===== config.mk =====
export PLATFORM = sky130hd
export DESIGN_NAME = vector_alu_sequencer
export DESIGN_NICKNAME = d
export VERILOG_FILES = /design/src/rtl/vector_alu_sequencer.sv
export SDC_FILE = /design/constraint.sdc
export NUM_CORES = 1
export LEC_CHECK = 0
export ABC_AREA = 1
export ABC_CLOCK_PERIOD_IN_PS = 3200
export CAP_MARGIN = 20
export CORE_MARGIN = 1
export CORE_UTILIZATION = 40
export DETAILED_ROUTE_END_ITERATION = 10
export DONT_BUFFER_PORTS = 1
export GPL_TIMING_DRIVEN = 0
export PLACE_DENSITY = 0.63
export REMOVE_ABC_BUFFERS = 1
export SLEW_MARGIN = 20
export SYNTH_ARGS = -nofsm -noshare
export SYNTH_HDL_FRONTEND = slang
export SYNTH_SLANG_ARGS = --single-unit

===== constraint.sdc =====
create_clock -name clk_i -period 3.2 [get_ports clk_i]
set_input_delay 0.64 -clock clk_i [delete_from_list [all_inputs] [get_ports clk_i]]
set_output_delay 0.64 -clock clk_i [all_outputs]
set_load 0.01 [all_outputs]

===== src/rtl/vector_alu_sequencer.sv =====
// vector_alu_sequencer
//
// Takes one decoded vector integer operation (one-hot resource vector,
// funct6, vl), checks that it is legal, and issues it to the vector ALU
// lanes as ceil(vl/LANES) element groups. Each group carries registered
// per-unit control vectors, a lane mask and the index of its first element.
// The multiplier and divider are paced by their latencies.
//
// Ports
//   clk_i, rst_i        clock, asynchronous active-high reset
//   req_valid_i         operation request valid
//   req_ready_o         high only while idle
//   resource_vector_i   one-hot unit select
//   funct6_i            RVV funct6 opcode
//   vl_i                element count
//   grp_valid_o         group valid
//   grp_ready_i         downstream accepts the group
//   grp_index_o         index of the first element in the group
//   lane_mask_o         bit k = (grp_index_o + k < vl)
//   v*_ctrl_o           per-unit control vectors, zero for unselected units
//   done_o              one-cycle pulse when the operation completes
//   illegal_o           one-cycle pulse when a request is rejected
module vector_alu_sequencer #(
  parameter int LANES   = 4,
  parameter int VL_W    = 8,
  parameter int MUL_LAT = 3,
  parameter int DIV_LAT = 8
) (
  input  logic               clk_i,
  input  logic               rst_i,
  input  logic               req_valid_i,
  output logic               req_ready_o,
  input  logic [14:0]        resource_vector_i,
  input  logic [5:0]         funct6_i,
  input  logic [VL_W-1:0]    vl_i,
  output logic               grp_valid_o,
  input  logic               grp_ready_i,
  output logic [VL_W-1:0]    grp_index_o,
  output logic [LANES-1:0]   lane_mask_o,
  output logic [3:0]         vadd_ctrl_o,
  output logic [1:0]         vlog_ctrl_o,
  output logic [1:0]         vshft_ctrl_o,
  output logic [2:0]         vmul_ctrl_o,
  output logic [1:0]         vdiv_ctrl_o,
  output logic [1:0]         vmaxmin_ctrl_o,
  output logic               done_o,
  output logic               illegal_o
);

  localparam logic [1:0] IDLE  = 2'd0;
  localparam logic [1:0] ISSUE = 2'd1;
  localparam logic [1:0] BUSY  = 2'd2;
  localparam logic [1:0] DONE  = 2'd3;

  // Unit selects
  localparam logic [14:0] RV_VADD    = 15'h0001;
  localparam logic [14:0] RV_VLOG    = 15'h0004;
  localparam logic [14:0] RV_VSHFT   = 15'h0008;
  localparam logic [14:0] RV_VMAXMIN = 15'h0010;
  localparam logic [14:0] RV_VMUL    = 15'h0020;
  localparam logic [14:0] RV_VDIV    = 15'h0040;

  // RVV integer funct6 encodings (shared codes are named after every user)
  localparam logic [5:0] F_VADD             = 6'b000000;
  localparam logic [5:0] F_VSUB             = 6'b000010;
  localparam logic [5:0] F_VRSUB            = 6'b000011;
  localparam logic [5:0] F_VMINU            = 6'b000100;
  localparam logic [5:0] F_VMIN             = 6'b000101;
  localparam logic [5:0] F_VMAXU            = 6'b000110;
  localparam logic [5:0] F_VMAX             = 6'b000111;
  localparam logic [5:0] F_VAND             = 6'b001001;
  localparam logic [5:0] F_VOR              = 6'b001010;
  localparam logic [5:0] F_VXOR             = 6'b001011;
  localparam logic [5:0] F_VADC             = 6'b010000;
  localparam logic [5:0] F_VMADC            = 6'b010001;
  localparam logic [5:0] F_VSEXT_VZEXT_VSBC = 6'b010010;
  localparam logic [5:0] F_VMSBC            = 6'b010011;
  localparam logic [5:0] F_VDIVU            = 6'b100000;
  localparam logic [5:0] F_VDIV             = 6'b100001;
  localparam logic [5:0] F_VREMU            = 6'b100010;
  localparam logic [5:0] F_VREM             = 6'b100011;
  localparam logic [5:0] F_VMULHU           = 6'b100100;
  localparam logic [5:0] F_VSLL_VMUL        = 6'b100101;
  localparam logic [5:0] F_VMULHSU          = 6'b100110;
  localparam logic [5:0] F_VMULH            = 6'b100111;
  localparam logic [5:0] F_VSRL             = 6'b101000;
  localparam logic [5:0] F_VSRA_VMADD       = 6'b101001;

  localparam int MAX_LAT = (MUL_LAT > DIV_LAT) ? MUL_LAT : DIV_LAT;
  localparam int CNT_W   = $clog2(MAX_LAT) + 1;
  localparam logic [CNT_W-1:0] MUL_LOAD = (MUL_LAT > 1) ? CNT_W'(MUL_LAT - 2) : '0;
  localparam logic [CNT_W-1:0] DIV_LOAD = (DIV_LAT > 1) ? CNT_W'(DIV_LAT - 2) : '0;
  localparam logic [VL_W:0]    STEP     = (VL_W+1)'(LANES);

  logic [1:0]       state_reg;
  logic [VL_W:0]    index_reg;
  logic [VL_W:0]    vl_reg;
  logic [CNT_W-1:0] cnt_reg;
  logic             is_mul_reg;
  logic             is_div_reg;
  logic             illegal_reg;
  logic [3:0]       vadd_reg;
  logic [1:0]       vlog_reg;
  logic [1:0]       vshft_reg;
  logic [2:0]       vmul_reg;
  logic [1:0]       vdiv_reg;
  logic [1:0]       vmaxmin_reg;

  // Decode of the incoming request
  logic       dec_illegal;
  logic       dec_mul;
  logic       dec_div;
  logic [3:0] dec_vadd;
  logic [1:0] dec_vlog;
  logic [1:0] dec_vshft;
  logic [2:0] dec_vmul;
  logic [1:0] dec_vdiv;
  logic [1:0] dec_vmaxmin;

  always_comb begin
    dec_illegal = 1'b1;
    dec_mul     = 1'b0;
    dec_div     = 1'b0;
    dec_vadd    = '0;
    dec_vlog    = '0;
    dec_vshft   = '0;
    dec_vmul    = '0;
    dec_vdiv    = '0;
    dec_vmaxmin = '0;
    case (resource_vector_i)
      RV_VADD: begin
        dec_illegal = 1'b0;
        case (funct6_i)
          F_VADD:             dec_vadd = 4'b0000;
          F_VSUB:             dec_vadd = 4'b0010;
          F_VRSUB:            dec_vadd = 4'b0011;
          F_VADC:             dec_vadd = 4'b1000;
          F_VMADC:            dec_vadd = 4'b0100;
          F_VSEXT_VZEXT_VSBC: dec_vadd = 4'b1010;
          F_VMSBC:            dec_vadd = 4'b0110;
          default:            dec_illegal = 1'b1;
        endcase
      end
      RV_VLOG: begin
        dec_illegal = 1'b0;
        case (funct6_i)
          F_VAND:  dec_vlog = 2'b01;
          F_VOR:   dec_vlog = 2'b10;
          F_VXOR:  dec_vlog = 2'b11;
          default: dec_illegal = 1'b1;
        endcase
      end
      RV_VSHFT: begin
        dec_illegal = 1'b0;
        case (funct6_i)
          F_VSLL_VMUL:  dec_vshft = 2'b01;
          F_VSRL:       dec_vshft = 2'b10;
          F_VSRA_VMADD: dec_vshft = 2'b11;
          default:      dec_illegal = 1'b1;
        endcase
      end
      RV_VMUL: begin
        dec_illegal = 1'b0;
        dec_mul     = 1'b1;
        case (funct6_i)
          F_VSLL_VMUL: dec_vmul = 3'b011;
          F_VMULH:     dec_vmul = 3'b111;
          F_VMULHU:    dec_vmul = 3'b100;
          F_VMULHSU:   dec_vmul = 3'b101;
          default:     dec_illegal = 1'b1;
        endcase
      end
      RV_VDIV: begin
        dec_illegal = 1'b0;
        dec_div     = 1'b1;
        case (funct6_i)
          F_VDIVU: dec_vdiv = 2'b11;
          F_VDIV:  dec_vdiv = 2'b10;
          F_VREMU: dec_vdiv = 2'b01;
          F_VREM:  dec_vdiv = 2'b00;
          default: dec_illegal = 1'b1;
        endcase
      end
      RV_VMAXMIN: begin
        dec_illegal = 1'b0;
        case (funct6_i)
          F_VMINU: dec_vmaxmin = 2'b01;
          F_VMIN:  dec_vmaxmin = 2'b00;
          F_VMAXU: dec_vmaxmin = 2'b11;
          F_VMAX:  dec_vmaxmin = 2'b10;
          default: dec_illegal = 1'b1;
        endcase
      end
      default: dec_illegal = 1'b1;
    endcase
  end

  // One bit wider than vl so the step past the last group cannot wrap
  logic [VL_W:0] next_index;
  logic          last_grp;
  logic          multi_cycle;
  assign next_index  = index_reg + STEP;
  assign last_grp    = (next_index >= vl_reg);
  assign multi_cycle = (is_mul_reg && (MUL_LAT > 1)) || (is_div_reg && (DIV_LAT > 1));

  always_ff @(posedge clk_i or posedge rst_i) begin
    if (rst_i) begin
      state_reg   <= IDLE;
      index_reg   <= '0;
      vl_reg      <= '0;
      cnt_reg     <= '0;
      is_mul_reg  <= 1'b0;
      is_div_reg  <= 1'b0;
      illegal_reg <= 1'b0;
      vadd_reg    <= '0;
      vlog_reg    <= '0;
      vshft_reg   <= '0;
      vmul_reg    <= '0;
      vdiv_reg    <= '0;
      vmaxmin_reg <= '0;
    end else begin
      illegal_reg <= 1'b0;
      // Set when the current group is finished (handshake or latency expired)
      case (state_reg)
        IDLE: begin
          if (req_valid_i) begin
            if (dec_illegal) begin
              illegal_reg <= 1'b1;
            end else if (vl_i == '0) begin
              state_reg <= DONE;
            end else begin
              index_reg   <= '0;
              vl_reg      <= {1'b0, vl_i};
              is_mul_reg  <= dec_mul;
              is_div_reg  <= dec_div;
              vadd_reg    <= dec_vadd;
              vlog_reg    <= dec_vlog;
              vshft_reg   <= dec_vshft;
              vmul_reg    <= dec_vmul;
              vdiv_reg    <= dec_vdiv;
              vmaxmin_reg <= dec_vmaxmin;
              state_reg   <= ISSUE;
            end
          end
        end
        ISSUE, BUSY: begin
          if ((state_reg == ISSUE) && grp_ready_i && multi_cycle) begin
            // BUSY runs latency-1 cycles after the issue cycle
            cnt_reg   <= is_mul_reg ? MUL_LOAD : DIV_LOAD;
            state_reg <= BUSY;
          end else if ((state_reg == BUSY) && (cnt_reg != '0)) begin
            cnt_reg <= cnt_reg - 1'b1;
          end else if ((state_reg == BUSY) || grp_ready_i) begin
            if (last_grp) begin
              state_reg   <= DONE;
              index_reg   <= '0;
              is_mul_reg  <= 1'b0;
              is_div_reg  <= 1'b0;
              vadd_reg    <= '0;
              vlog_reg    <= '0;
              vshft_reg   <= '0;
              vmul_reg    <= '0;
              vdiv_reg    <= '0;
              vmaxmin_reg <= '0;
            end else begin
              index_reg <= next_index;
              state_reg <= ISSUE;
            end
          end
        end
        default: state_reg <= IDLE;
      endcase
    end
  end

  // Lane mask is only meaningful while a group is presented
  genvar gi;
  generate
    for (gi = 0; gi < LANES; gi++) begin : g_mask
      assign lane_mask_o[gi] = (state_reg == ISSUE) &&
                               ((index_reg + (VL_W+1)'(gi)) < vl_reg);
    end
  endgenerate

  assign req_ready_o    = (state_reg == IDLE);
  assign grp_valid_o    = (state_reg == ISSUE);
  assign done_o         = (state_reg == DONE);
  assign illegal_o      = illegal_reg;
  assign grp_index_o    = index_reg[VL_W-1:0];
  assign vadd_ctrl_o    = vadd_reg;
  assign vlog_ctrl_o    = vlog_reg;
  assign vshft_ctrl_o   = vshft_reg;
  assign vmul_ctrl_o    = vmul_reg;
  assign vdiv_ctrl_o    = vdiv_reg;
  assign vmaxmin_ctrl_o = vmaxmin_reg;

endmodule


==> out/results.txt, run 1 <==
Synth Instances: 452
# diodes: 0
ratio of cells with drive above 1 in the final layout: 11.64%
core area: 7767 sq um
# rows: 32
commonest non-fill, non-tap cell in the layout: nand2_1
DRC errors left: 0
Worst Setup End Kind: output pin
VDD IR max: 0.3689 mV
Tmin final: 2799 ps
vias in the first global route: 2583
most used flip-flop cell after synthesis: dfrtp_1
Top Layer Used: met4
Die Wd: 91.64 microns
first-pass GRT wire length: 12.00 mm
clk buf depth: 2
final setup fails: 0
most frequent cells in the layout: 121 x nand2_1, 49 x nor2_1, 48 x inv_1
final count of hold timing violations: 0
io pins: 64
Root Buffer: clkbuf_8
Crit Path Max Fanout: 7
Slew Limit Fails: 0
iteration-0 DRC count of the detailed router: 106
relative slew slack: 42.97%
Die ar.: 8398 sq um
post-synthesis instance area: 3214 sq um
Die Ht: 91.64 microns
Initial Util: 41.38%
EDFF count, synth: 0
power per cell area: 544.8 nW/um^2
TritonRoute pass-1 iters: 4
Clock transition at path regs: 80 ps
dpl hpwl: 5.416 mm
IO buf count: 0
status: finished clean
Synth Area per Inst: 7.111 sq um
Skew-Pair Late Insertion Delay: 300 ps
vias per cell: 5.124
CTS tree: built
Setup TNS: 0 ps
postcts setup bufs: 0
FMAX: 357.3 MHz
Leak: 0.001716 uW
clock skew: 7.927 ps
RSZ-0062 raised after global routing: no
antenna violations before repair: 0
CTS Sinks: 39
Fillers: 819
CTS buffer count: 5
synth warn: 0
Routed met3 length: 472 microns
overall power: 1805 uW
CP required: 2560 ps
cts repair resizes: 0
post-synthesis sequential area ratio: 30.36%
Nets: 498
routed wl met2: 3.088 mm
Area Overhead vs Synth: 3.075%
Max Cap Viol: 0
crit path DAT: 2160 ps
Slew @ Worst Pin: 833.9 ps
via count: 2767
Antenna Nets Post-Route: 0
gr usage total: 17.54%
Setup CP Type: reg2out
H-tree depth: 2
Worst setup SP type: register
max FFs per register: 8
Final period util: 87.45%
largest net degree at the start of global routing: 35
Post-Layout Cell Count: 540
flops & latches, synth: 39
gpl congestion: 0.9252
WL final: 7.006 mm
Metal-1 WL: 3.340 mm
dpl cells: 532
# hold bufs at CTS: 0
total grt overflow: 0
Finished Core Util: 42.65%
Hold WC Path Type: in2async
ys async rst share: 100.0%
Cell variety after synth: 41
Wirelength per Cell: 12.97 microns
layer usage:
metal  vias to the layer above  track usage [%]
met5                         -                0
met4                         0            5.688
met3                         7            4.643
met2                        63            27.76
met1                      1283            23.24
li1                       1414                -
path summary, 6_finish.rpt:
check                                         startpoint                             to  slack, ps  cells past startpoint
worst max-delay path            index_reg[6]$_DFFE_PP0P_                 lane_mask_o[0]        400                      5
worst min-delay path                               rst_i       index_reg[2]$_DFFE_PP0P_        110                      1
worst max register to register  index_reg[3]$_DFFE_PP0P_     vdiv_ctrl_o[1]$_DFFE_PP0P_        520                     16
worst min register to register     vl_reg[6]$_DFFE_PP0P_          vl_reg[6]$_DFFE_PP0P_        480                      2
max in group asynchronous                          rst_i  vmaxmin_ctrl_o[1]$_DFFE_PP0P_       2680                      2
min in group clk_i                           req_valid_i            illegal_o$_DFF_PP0_        470                      2
cell families after synthesis:
| logic type | Yosys count | share of synthesized area [%] |
|---|---|---|
| buf+inv | 80 | 11.83 |
| other cells | 1 | 0.1167 |
| flops | 39 | 30.36 |
| simple gates | 257 | 36.71 |
| xor+xnor | 4 | 1.090 |
| compound gates | 43 | 8.993 |
| fa+ha+maj | 28 | 10.90 |
Yosys cell counts (4+ instances only):
cell type / number / share of area [%]
nand2_1: 121 / 14
nand3_1: 44 / 6.9
buf_6: 4 / 1.4
inv_2: 7 / 0.82
xor2_1: 4 / 1.1
dfrtp_1: 39 / 30
inv_1: 49 / 5.7
a21oi_1: 12 / 1.9
ha_1: 28 / 11
nor4_1: 10 / 1.9
clkbuf_1: 7 / 0.82
o21ai_2: 7 / 1.9
nor2_2: 9 / 1.8
nor2_1: 49 / 5.7
nand2_2: 6 / 1.2
o21ai_0: 8 / 1.2
buf_4: 10 / 2.3
metrics by stage:
step	setup slack, ps	cell area, sq um	hold WS, ps
after floorplan	854.4	3048	441.9
after global placement	602.7	3176	456.6
after detailed placement	559.8	3196	429.3
after CTS	360.0	3313	106.5
after global routing	272.6	3313	106.8
final	401.4	3313	109.2
worst max-delay path, cell delays in order, from the launching register on:
cell and delay, ps:
dfrtp_1 500, ha_1 350, nand2_1 70, nand2_1 40
a211o_1 250, a2111oi_0 650
cell type report:
class | count | area, sq um | share of cell area [%]
multi-input cells | 334 | 1862 | 56.19
flip-flops and latches | 39 | 975.9 | 29.46
inverters | 56 | 210.2 | 6.344
well taps | 102 | 127.6 | 3.852
clock buffers | 6 | 82.58 | 2.492
clock inverters | 2 | 35.03 | 1.057
repair buffers | 1 | 20.02 | 0.6042
power by group:
group | leakage (uW) | switching [uW] | total [uW] | internal [uW]
clock network | 0.0000612 | 186 | 439 | 253
logic | 0.00112 | 583 | 797 | 213
registers | 0.000535 | 33.9 | 570 | 536
Note: power is estimated with default switching activity, not from simulation.
==> run 2: changes to the inputs <==
--- a/config.mk
+++ b/config.mk
@@ -8,11 +8,12 @@
 export ABC_AREA = 1
 export ABC_CLOCK_PERIOD_IN_PS = 3200
 export CAP_MARGIN = 20
-export CORE_MARGIN = 1
 export CORE_UTILIZATION = 40
+export CTS_BUF_LIST = sky130_fd_sc_hd__clkbuf_4 sky130_fd_sc_hd__clkbuf_8 sky130_fd_sc_hd__clkbuf_16
 export DETAILED_ROUTE_END_ITERATION = 10
 export DONT_BUFFER_PORTS = 1
 export GPL_TIMING_DRIVEN = 0
+export HOLD_SLACK_MARGIN = 0.02
 export PLACE_DENSITY = 0.63
 export REMOVE_ABC_BUFFERS = 1
 export SLEW_MARGIN = 20
==> results of run 2 <==
Same layout as run 1: the final DEF is identical, and so are final timing and power.
